File: src/rtl/mem_stall_ctrl.sv
// mem_stall_ctrl: data-cache miss FSM (IDLE/WRITEBACK/ALLOCATE/REFILL) driving pipeline stall, memory request, cache refill write and a saturating miss counter
module mem_stall_ctrl #(
  parameter int CNT_W = 16
) (
  input  logic             clk_i,
  input  logic             rst_i,
  input  logic             MemRead_i,
  input  logic             MemWrite_i,
  input  logic             hit_i,
  input  logic             dirty_i,
  input  logic             mem_ack_i,
  output logic             stall_o,
  output logic             mem_enable_o,
  output logic             mem_write_o,
  output logic             cache_we_o,
  output logic [CNT_W-1:0] miss_cnt_o
);
  typedef enum logic [1:0] {IDLE, WRITEBACK, ALLOCATE, REFILL} state_t;
  state_t state, state_nxt;
  logic miss;
  assign miss = (MemRead_i | MemWrite_i) & !hit_i;
  always_comb begin
    state_nxt    = state;
    mem_enable_o = 1'b0;
    mem_write_o  = 1'b0;
    cache_we_o   = 1'b0;
    stall_o      = !rst_i & (state != IDLE | miss);
    case (state)
      IDLE:      state_nxt = miss ? (dirty_i ? WRITEBACK : ALLOCATE) : IDLE;
      WRITEBACK: begin
        state_nxt    = mem_ack_i ? ALLOCATE : WRITEBACK;
        mem_enable_o = 1'b1;
        mem_write_o  = 1'b1;
      end
      ALLOCATE:  begin
        state_nxt    = mem_ack_i ? REFILL : ALLOCATE;
        mem_enable_o = 1'b1;
      end
      default:   begin
        state_nxt  = IDLE;
        cache_we_o = 1'b1;
      end
    endcase
  end
  always_ff @(posedge clk_i or posedge rst_i) begin
    if (rst_i) begin
      state      <= IDLE;
      miss_cnt_o <= '0;
    end else begin
      state <= state_nxt;
      if (state == IDLE && miss && miss_cnt_o != '1) miss_cnt_o <= miss_cnt_o + CNT_W'(1);
    end
  end
endmodule

File: config.mk
export PLATFORM = sky130hd
export DESIGN_NAME = mem_stall_ctrl
export DESIGN_NICKNAME = d
export VERILOG_FILES = /design/src/rtl/mem_stall_ctrl.sv
export SDC_FILE = /design/constraint.sdc
export NUM_CORES = 1
export LEC_CHECK = 0
export ABC_CLOCK_PERIOD_IN_PS = 2650
export CORE_MARGIN = 10
export CORE_UTILIZATION = 40
export DETAILED_ROUTE_END_ITERATION = 12
export GPL_ROUTABILITY_DRIVEN = 0
export PLACE_DENSITY = 0.72
export REMOVE_ABC_BUFFERS = 1
export SYNTH_ARGS = -nofsm -noshare
export SYNTH_HDL_FRONTEND = slang
export SYNTH_SLANG_ARGS = --single-unit
File: constraint.sdc
create_clock -name clk_i -period 2.65 [get_ports clk_i]
set_input_delay 0.3975 -clock clk_i [delete_from_list [all_inputs] [get_ports clk_i]]
set_output_delay 0.3975 -clock clk_i [all_outputs]
set_load 0.02 [all_outputs]
==> results.md, run 1 <==
* Status: finished clean
* Worst Clk Skew at 0.001181 ns
* Max clock buf depth at 2
* CTS H-tree depth at 1
* Vias/cell at between 5 and 6
* Remaining DRCs at 0
* Leak at around 0.00054 uW
* Mean post-synth cell area at 10.47 sq um
* Ys Warns at 0
* Final Hold Vio Count at 0
* CTS tree: built
* Post-synth top area cell: dfrtp_1
* Critical Path End Type: primary output
* Area post-placement at around 1300 sq um
* DP HPWL at about 1800 microns
* Post-synth EDFFs at 0
* Die W at roughly 70 microns
* # rows at 18
* Reg2Reg Capture Point: miss_cnt_o[14]$_DFFE_PP0P_
* Io pins at 27
* Critical path class: in2out
* Die area at 4881 sq um
* Area growth, synth to finish at 31.70%
* RSZ-0062 raised after global routing: no
* Gates resized, CTS repair at 0
* Worst R2R Start: miss_cnt_o[0]$_DFFE_PP0P_
* Final slew viol count at 0
* Final non-filler cell area at 1310 sq um
* Initial antenna violation count at 0
* Die height at 69.87 microns
* Final min period at 2.171 ns
* DRT iter0 DRCs at 55
* Setup-failing EPs final at 0
* R2R cell count at 5
* Synth cell types at 28
* Postcts setup bufs at 0
* Max-Slew Margin vs Limit at 53.59%
* Reg-to-reg setup timing slack at slightly below 0.7 ns
* Synth async-reset ratio at 100.0%
* Fill cell count at 236
* Pwr dens at 748.9 nW/um^2
* Cell Area, Synth at around 1000 sq um
* Primary FF master, synth: dfrtp_1
* FF+latch area at approximately 450 sq um
* Post-CTS Hold Fix Bufs at 0
* Largest net degree at the start of global routing at 19
* Most frequent cells after synthesis: dfrtp_1 (18), nand4_1 (7), xnor2_1 (7)
* Ant diodes at 0
* Critical path startpoint: MemWrite_i
* Final setup TNS at 0 ns
* Post-synth top area share at 45.28%
* Flop and latch count out of synthesis at 18
* Syn Inst Count at 95
* Fin nets at 137
* CP Launch Type: input port
* Peak Freq at 460.7 MHz
* Worst-Skew Late Latency at ~0.29 ns
* Worst hold path type: reg2reg
* Critical path arrival at ~1.8 ns
* Most frequent cell after synthesis: dfrtp_1
* Core area at 2432 sq um
* Hold path depth at 1
* Total GRT Usage at 10.10%
* Multi-input gate area at 516.7 sq um
* TritonCTS buffer count at 3
* Reg clk slew, reported paths at about 0.10 ns
* Vias in the first global route at 908
* Max cap viols at 0
* Clock Tree Root: clkbuf_4
* Final wirelength at 2341 microns
* Drt pass-1 iters at 4
* Ranking of synthesized cells by area: dfrtp_1 (45%), ha_1 (6.3%), xnor2_1 (6.2%)
* Total grt overflow at 0
* Max rail drop VDD at 0.4939 mV
* Final ANT Viol Nets at 0
* Vias at 862
* WL per Instance at approximately 15 microns
* Beginning of the worst hold path: miss_cnt_o[11]$_DFFE_PP0P_
* Clock sink count at 18
* Worst hold endpoint: miss_cnt_o[11]$_DFFE_PP0P_
* Initial core utilization at 40.90%
* Global-route wire length before repair at 4264 microns
* PortBufs at 26
* Worst Path Required at between 2 and 2.5 ns
* Post-synthesis sequential area ratio at 45.28%
* Worst Tran Pin Value at 0.6954 ns
* Hold WS at 0.5273 ns
* Layout cell share with drive strength beyond 1 at 7.317%
* Critical path fanouts, max at 7
* Crit share post-route at 81.91%
## layer usage
metal  wire [microns]  track usage (%)  vias to the layer above  share of wire [%]
li1                 -                -                      407                  -
met1             1051            11.89                      419                 45
met2             1037            15.11                       28                 44
met3              198            4.661                        8                8.5
met4               54            4.825                        0                2.3
met5                0                0                        -                  0
## kinds of logic after synthesis
logic type      synth area share, %
simple gates                  22.52
flops                         45.28
xor+xnor                      10.57
compound gates                7.296
buf+inv                       2.767
mux                           5.283
fa+ha+maj                     6.289
## power breakdown
part | switching, uW | internal [uW] | total [uW]
logic | 226 | 211 | 437
registers | 74.4 | 333 | 407
clock network | 83.4 | 52.9 | 136
total | 384 | 597 | 981
## critical path, cell delays in order
cell and delay (ns):
clkdlybuf4s50_1 0.50, o21bai_4 0.10, a21oi_1 0.15, clkdlybuf4s50_1 0.62
## sequential cells by signal, summed over array words and instances, names as in the netlist
register	cells
miss_cnt_o	16
state	2
## layout by cell type, fill, tap and decap left out, drive strengths merged, types with 3 or more instances in the layout
cell type,count
clkdlybuf4s50,26
dfrtp,18
nand4,8
xnor2,7
inv,6
nor3,5
nor2,5
xor2,5
a21oi,5
ha,5
nand3,4
nand2,4
nor4,4
mux2i,3
clkbuf,3
## per-stage QoR
step	std cells	power (uW)	utilization, %	setup slack, ns
floorplan	94	658.5	-	0.7849
global placement	150	845.4	52.93	0.4912
detailed placement	150	855.2	52.93	0.4748
CTS	153	992.5	53.86	0.4751
global route	153	1051	53.86	0.4363
finish	153	981.0	53.86	0.4794
## layout make-up
cell class                 instances  share of cell area (%)
multi-input combinational         70                   39.45
sequential                        18                   34.38
timing repair buffer              26                   19.87
tap                               30                   2.865
clock buffer                       3                   1.719
inverter                           6                   1.719
## worst max path at each step
stage                            endpoint  slack (ns)  depth (start not counted)
6_report                          stall_o        0.48                          4
5_1_grt                           stall_o        0.44                          4
4_1_cts                           stall_o        0.48                          4
3_5_place_dp                      stall_o        0.47                          4
3_3_place_gp                      stall_o        0.49                          4
2_1_floorplan  miss_cnt_o[10]$_DFFE_PP0P_        0.78                          5
Power figures use the tool's default switching activity.
==> run 2: changes to the inputs <==
--- a/config.mk
+++ b/config.mk
@@ -5,7 +5,7 @@
 export SDC_FILE = /design/constraint.sdc
 export NUM_CORES = 1
 export LEC_CHECK = 0
-export ABC_CLOCK_PERIOD_IN_PS = 2650
+export ABC_CLOCK_PERIOD_IN_PS = 2300
 export CORE_MARGIN = 10
 export CORE_UTILIZATION = 40
 export DETAILED_ROUTE_END_ITERATION = 12
==> constraint.sdc (replaced) <==
create_clock -name clk_i -period 2.3 [get_ports clk_i]
set_input_delay 0.345 -clock clk_i [delete_from_list [all_inputs] [get_ports clk_i]]
set_output_delay 0.345 -clock clk_i [all_outputs]
set_load 0.02 [all_outputs]
==> run 2 against run 1 <==
Effect of this change: wire length is 4.6% higher; critical endpoint unchanged; flip-flop and latch count unchanged; combinational power increased by 17%; highest routed layer unchanged.
==> results.md, run 2 (same netlist as run 1, synthesis figures left out) <==
* Switching Share at 38.29%
* Post-CTS Hold Fix Bufs at 0
* Fill cell count at 240
* CTS H-tree depth at 1
* Max cap viols at 0
* WL per Instance at 15.90 microns
* Worst Tran Pin Value at between 0.6 and 0.7 ns
* Die height at 69.87 microns
* CTS tree: built
* Clock Tree Root: clkbuf_4
* Ant diodes at 0
* Area growth, synth to finish at 33.08%
* Total GRT Usage at 10.40%
* Initial core utilization at about 40%
* Critical path arrival at 1.73 ns
* Largest net degree at the start of global routing at 19
* FF+latch area at 450.4 sq um
* Core area at 2432 sq um
* Final ANT Viol Nets at 0
* Status: finished clean
* Sequential Power Share at 40.3%
* Area post-placement at between 1000 and 1500 sq um
* Die W at about 70 microns
* Critical path fanouts, max at 7
* Vias in the first global route at 894
* Most frequent cells in the layout: clkdlybuf4s50_1 (26), dfrtp_1 (18), nand4_1 (7), xnor2_1 (7), inv_1 (6)
* Largest regs: miss_cnt_o x16, state x2
* Critical path class: in2out
* DP HPWL at 1811 microns
* Final Hold Vio Count at 0
* Clock sink count at 18
* Final wirelength at 2448 microns
* Multi-input gate area at 516.7 sq um
* Max clock buf depth at 2
* Final Worst Setup Slack at roughly 0.23 ns
* Hold WS at 0.4917 ns
* PortBufs at 26
* Drt pass-1 iters at 4
* Reg clk slew, reported paths at 0.10 ns
* Gates resized, CTS repair at 0
* Vias/cell at 5.506
* Setup-failing EPs final at 0
* Max FFs per register at 16
* RSZ-0062 raised after global routing: no
* Global-route wire length before repair at between 4000 and 5000 microns
* Worst Clk Skew at 0.002082 ns
* Final min period at around 2.1 ns
* Initial antenna violation count at 0
* DRT iter0 DRCs at 29
* TritonCTS buffer count at 3
* Fin nets at around 140
* Final setup TNS at 0 ns
* Clock power share at around 16%
* Largest Register: miss_cnt_o
* Switching power at between 400 and 500 uW
* Peak Freq at 483.0 MHz
* Commonest non-fill, non-tap cell in the layout: clkdlybuf4s50_1
* Worst-Skew Late Latency at 0.29 ns
* Pwr dens at 886.0 nW/um^2
* Int Pwr at 723.8 uW
* Max rail drop VDD at 0.5817 mV
* Worst Path Required at 1.96 ns
* Comb pwr share at around 43%
* Critical Path End Type: primary output
* Remaining DRCs at 0
* Postcts setup bufs at 0
* Final non-filler cell area at 1324 sq um
* Max-Slew Margin vs Limit at 53.92%
* Dpl ws at 0.1619 ns
* Crit share post-route at 90.02%
* Die area at 4881 sq um
* Vias at 848
* Io pins at 27
* Total grt overflow at 0
* Worst hold path type: in2async
* CP Launch Type: input port
* Final slew viol count at 0
* # rows at 18
* Leak at 0.0005482 uW
* Overall power at 1173 uW
* Layout cell share with drive strength beyond 1 at ~8.1%
-- run 2: cell types whose count changed in the layout (fill, tap and decap cells not counted) --
cell,before,now
clkbuf_8,0,1
-- run 2: power by group through the flow --
| stage | registers, uW | clock network (uW) | logic [uW] |
|---|---|---|---|
| 3_3_place_gp | 472 | 0 | 502 |
| 2_1_floorplan | 525 | 0 | 233 |
| 6_report | 473 | 190 | 510 |
| 3_5_place_dp | 477 | 0 | 516 |
| 5_1_grt | 486 | 213 | 556 |
| 4_1_cts | 472 | 197 | 517 |
-- run 2: through the flow --
| step | std cells | utilization [%] |
|---|---|---|
| 2_1_floorplan | 94 | - |
| 3_3_place_gp | 150 | 52.93 |
| 3_5_place_dp | 150 | 52.93 |
| 4_1_cts | 154 | 54.42 |
| 5_1_grt | 154 | 54.42 |
| 6_report | 154 | 54.42 |
-- run 2: per-layer routing --
| layer | vias up | track usage (%) | share of wire, % |
|---|---|---|---|
| met5 | - | 0 | 0 |
| met4 | 0 | 2.632 | 0.94 |
| met3 | 4 | 3.531 | 7.3 |
| met2 | 29 | 17.12 | 46 |
| met1 | 412 | 12.59 | 46 |
| li1 | 403 | - | - |
-- run 2: layout make-up --
class                      count  share of cell area (%)
multi-input combinational     70                   39.04
sequential                    18                   34.03
timing repair buffer          26                   19.66
tap                           30                   2.836
clock buffer                   4                   2.741
inverter                       6                   1.701
-- run 2: worst max-delay path, cell delays in order --
cell and delay [ns]:
clkdlybuf4s50_1 0.51, o21bai_4 0.11, a21oi_1 0.15, clkdlybuf4s50_1 0.62
-- run 2: worst paths after layout --
| path | startpoint | endpoint | slack [ns] | cells after the start |
|---|---|---|---|---|
| worst min register to register | miss_cnt_o[11]$_DFFE_PP0P_ | miss_cnt_o[11]$_DFFE_PP0P_ | 0.53 | 1 |
| worst min-delay path | rst_i | miss_cnt_o[2]$_DFFE_PP0P_ | 0.49 | 2 |
| min in group clk_i | miss_cnt_o[11]$_DFFE_PP0P_ | miss_cnt_o[11]$_DFFE_PP0P_ | 0.53 | 1 |
| worst max register to register | miss_cnt_o[0]$_DFFE_PP0P_ | miss_cnt_o[14]$_DFFE_PP0P_ | 0.27 | 5 |
| worst max-delay path | MemWrite_i | stall_o | 0.23 | 4 |
| max in group asynchronous | rst_i | miss_cnt_o[14]$_DFFE_PP0P_ | 1.37 | 2 |
==> run 3: changes to the inputs <==
--- a/config.mk
+++ b/config.mk
@@ -6,12 +6,14 @@
 export NUM_CORES = 1
 export LEC_CHECK = 0
 export ABC_CLOCK_PERIOD_IN_PS = 2300
+export CORE_ASPECT_RATIO = 0.6
 export CORE_MARGIN = 10
 export CORE_UTILIZATION = 40
 export DETAILED_ROUTE_END_ITERATION = 12
 export GPL_ROUTABILITY_DRIVEN = 0
 export PLACE_DENSITY = 0.72
 export REMOVE_ABC_BUFFERS = 1
+export SLEW_MARGIN = 5
 export SYNTH_ARGS = -nofsm -noshare
 export SYNTH_HDL_FRONTEND = slang
 export SYNTH_SLANG_ARGS = --single-unit
==> run 3 against run 2 <==
Effect of this change: worst setup slack improved by 0.0065 ns; fmax increased by 0.32%; clock-buffer cell count unchanged; clock skew increased by 0.0024 ns; worst hold slack improved by 0.036 ns; final cell count unchanged; die area increased by 1.3%; sequential power about the same; global-route usage decreased by 1.1 points; via count decreased by 1.1%; critical endpoint unchanged; largest power group unchanged; highest routed layer unchanged.
==> results.md, run 3 (same netlist as run 1, synthesis figures left out) <==
* Final min period at roughly 2.1 ns
* Max cap viols at 0
* Fin nets at 137
* Commonest non-fill, non-tap cell in the layout: clkdlybuf4s50_1
* Die W at 84.38 microns
* Final non-filler cell area at 1343 sq um
* Die height at approximately 59 microns
* Critical Path End Type: primary output
* Comb pwr share at roughly 41%
* Crit share post-route at 89.73%
* Worst Tran Pin Value at 0.6843 ns
* TritonCTS buffer count at 3
* Worst Path Required at 1.96 ns
* Reg clk slew, reported paths at around 0.07 ns
* # rows at 13
* Clock sink count at 18
* Post-CTS Hold Fix Bufs at 0
* Max clock buf depth at 2
* Remaining DRCs at 0
* Vias/cell at 5.448
* WL per Instance at 14.87 microns
* Layout cell share with drive strength beyond 1 at 8.065%
* Switching power at 458.2 uW
* Sequential Power Share at a little under two fifths
* Final ANT Viol Nets at 0
* Worst Clk Skew at roughly 0.0045 ns
* Inst Count DP at 150
* Switching Share at 36.99%
* CTS tree: built
* Max rail drop VDD at 0.6320 mV
* Critical path arrival at 1.72 ns
* Critical path class: in2out
* Int Pwr at ~780 uW
* DRT iter0 DRCs at 46
* RSZ-0062 raised after global routing: no
* Final setup TNS at 0 ns
* Final slew viol count at 0
* Max FFs per register at 16
* Total GRT Usage at between 9 and 10%
* Final Non-Filler Cells at 154
* Clock Tree Root: clkbuf_8
* CP Launch Type: input port
* CTS H-tree depth at 1
* Ant diodes at 0
* Global-route wire length before repair at 3746 microns
* Total grt overflow at 0
* Worst-Skew Late Latency at 0.26 ns
* Initial core utilization at a little over two fifths
* DP HPWL at 1877 microns
* Final wirelength at 2290 microns
* Setup-failing EPs final at 0
* Leak at 0.0005560 uW
* Core area at 2261 sq um
* Final Hold Vio Count at 0
* Worst hold path type: in2async
* Peak Freq at between 400 and 500 MHz
* Area post-placement at 1287 sq um
* Postcts setup bufs at 0
* Reg-to-reg setup timing slack at approximately 0.35 ns
* Vias in the first global route at 768
* Largest net degree at the start of global routing at 19
* Largest regs: miss_cnt_o x16, state x2
* Area growth, synth to finish at 34.97%
* Gates resized, CTS repair at 0
* Vias at 839
* Largest Register: miss_cnt_o
* Initial antenna violation count at 0
* Drt pass-1 iters at 4
* Critical path fanouts, max at 7
* Clock power share at 20.7%
* Pwr dens at 922.7 nW/um^2
* Hold WS at 0.5272 ns
* Max-Slew Margin vs Limit at between 50% and 60%
* PortBufs at 26
* Status: finished clean
* Io pins at 27
* Most frequent cells in the layout: clkdlybuf4s50_1 (26), dfrtp_1 (18), nand4_1 (7), xnor2_1 (7), inv_1 (6)
* Overall power at 1239 uW
* Die area at 4947 sq um
## run 3: cell types whose count changed in the layout (fill, tap and decap cells not counted)
cell / before / now
clkbuf_4: 3 / 0
clkbuf_8: 1 / 4
## run 3: through the flow
step / setup WS, ns / utilization [%]
finish: 0.2361 / 59.38
global route: 0.1756 / 59.38
CTS: 0.2247 / 59.38
detailed placement: 0.2112 / 56.95
global placement: 0.2318 / 56.95
floorplan: 0.4349 / -
## run 3: path summary, 6_finish.rpt
kind,start,end,depth (start not counted)
worst max-delay path,MemWrite_i,stall_o,4
worst min-delay path,rst_i,miss_cnt_o[12]$_DFFE_PP0P_,2
worst max register to register,miss_cnt_o[0]$_DFFE_PP0P_,miss_cnt_o[14]$_DFFE_PP0P_,5
worst min register to register,miss_cnt_o[11]$_DFFE_PP0P_,miss_cnt_o[11]$_DFFE_PP0P_,1
max in group asynchronous,rst_i,state[0]$_DFF_PP0_,2
min in group clk_i,miss_cnt_o[11]$_DFFE_PP0P_,miss_cnt_o[11]$_DFFE_PP0P_,1
## run 3: worst max-delay path, stage by stage
cell,delay [ns]
clkdlybuf4s50_1,0.50
o21bai_4,0.10
a21oi_1,0.15
clkdlybuf4s50_1,0.62
## run 3: final cells by class
cell class,count,area [sq um]
Fill cell,183,918.4
Timing Repair Buffer,26,260.3
Sequential cell,18,450.4
Tap cell,30,37.54
Clock buffer,4,55.05
Inverter,6,22.52
Multi-Input combinational cell,70,516.7
## run 3: layer usage
layer	global-route usage, %	wire [microns]	share of wire (%)
met5	0	0	0
met3	3.709	194	8.5
met4	3.505	33	1.4
met1	11.92	1052	46
met2	13.61	1010	44
## run 3: power by group through the flow
stage / clock network (uW) / registers, uW / logic, uW
2_1_floorplan: 0 / 525 / 233
3_3_place_gp: 0 / 472 / 506
3_5_place_dp: 0 / 478 / 512
4_1_cts: 264 / 473 / 515
5_1_grt: 285 / 484 / 552
6_report: 257 / 473 / 509
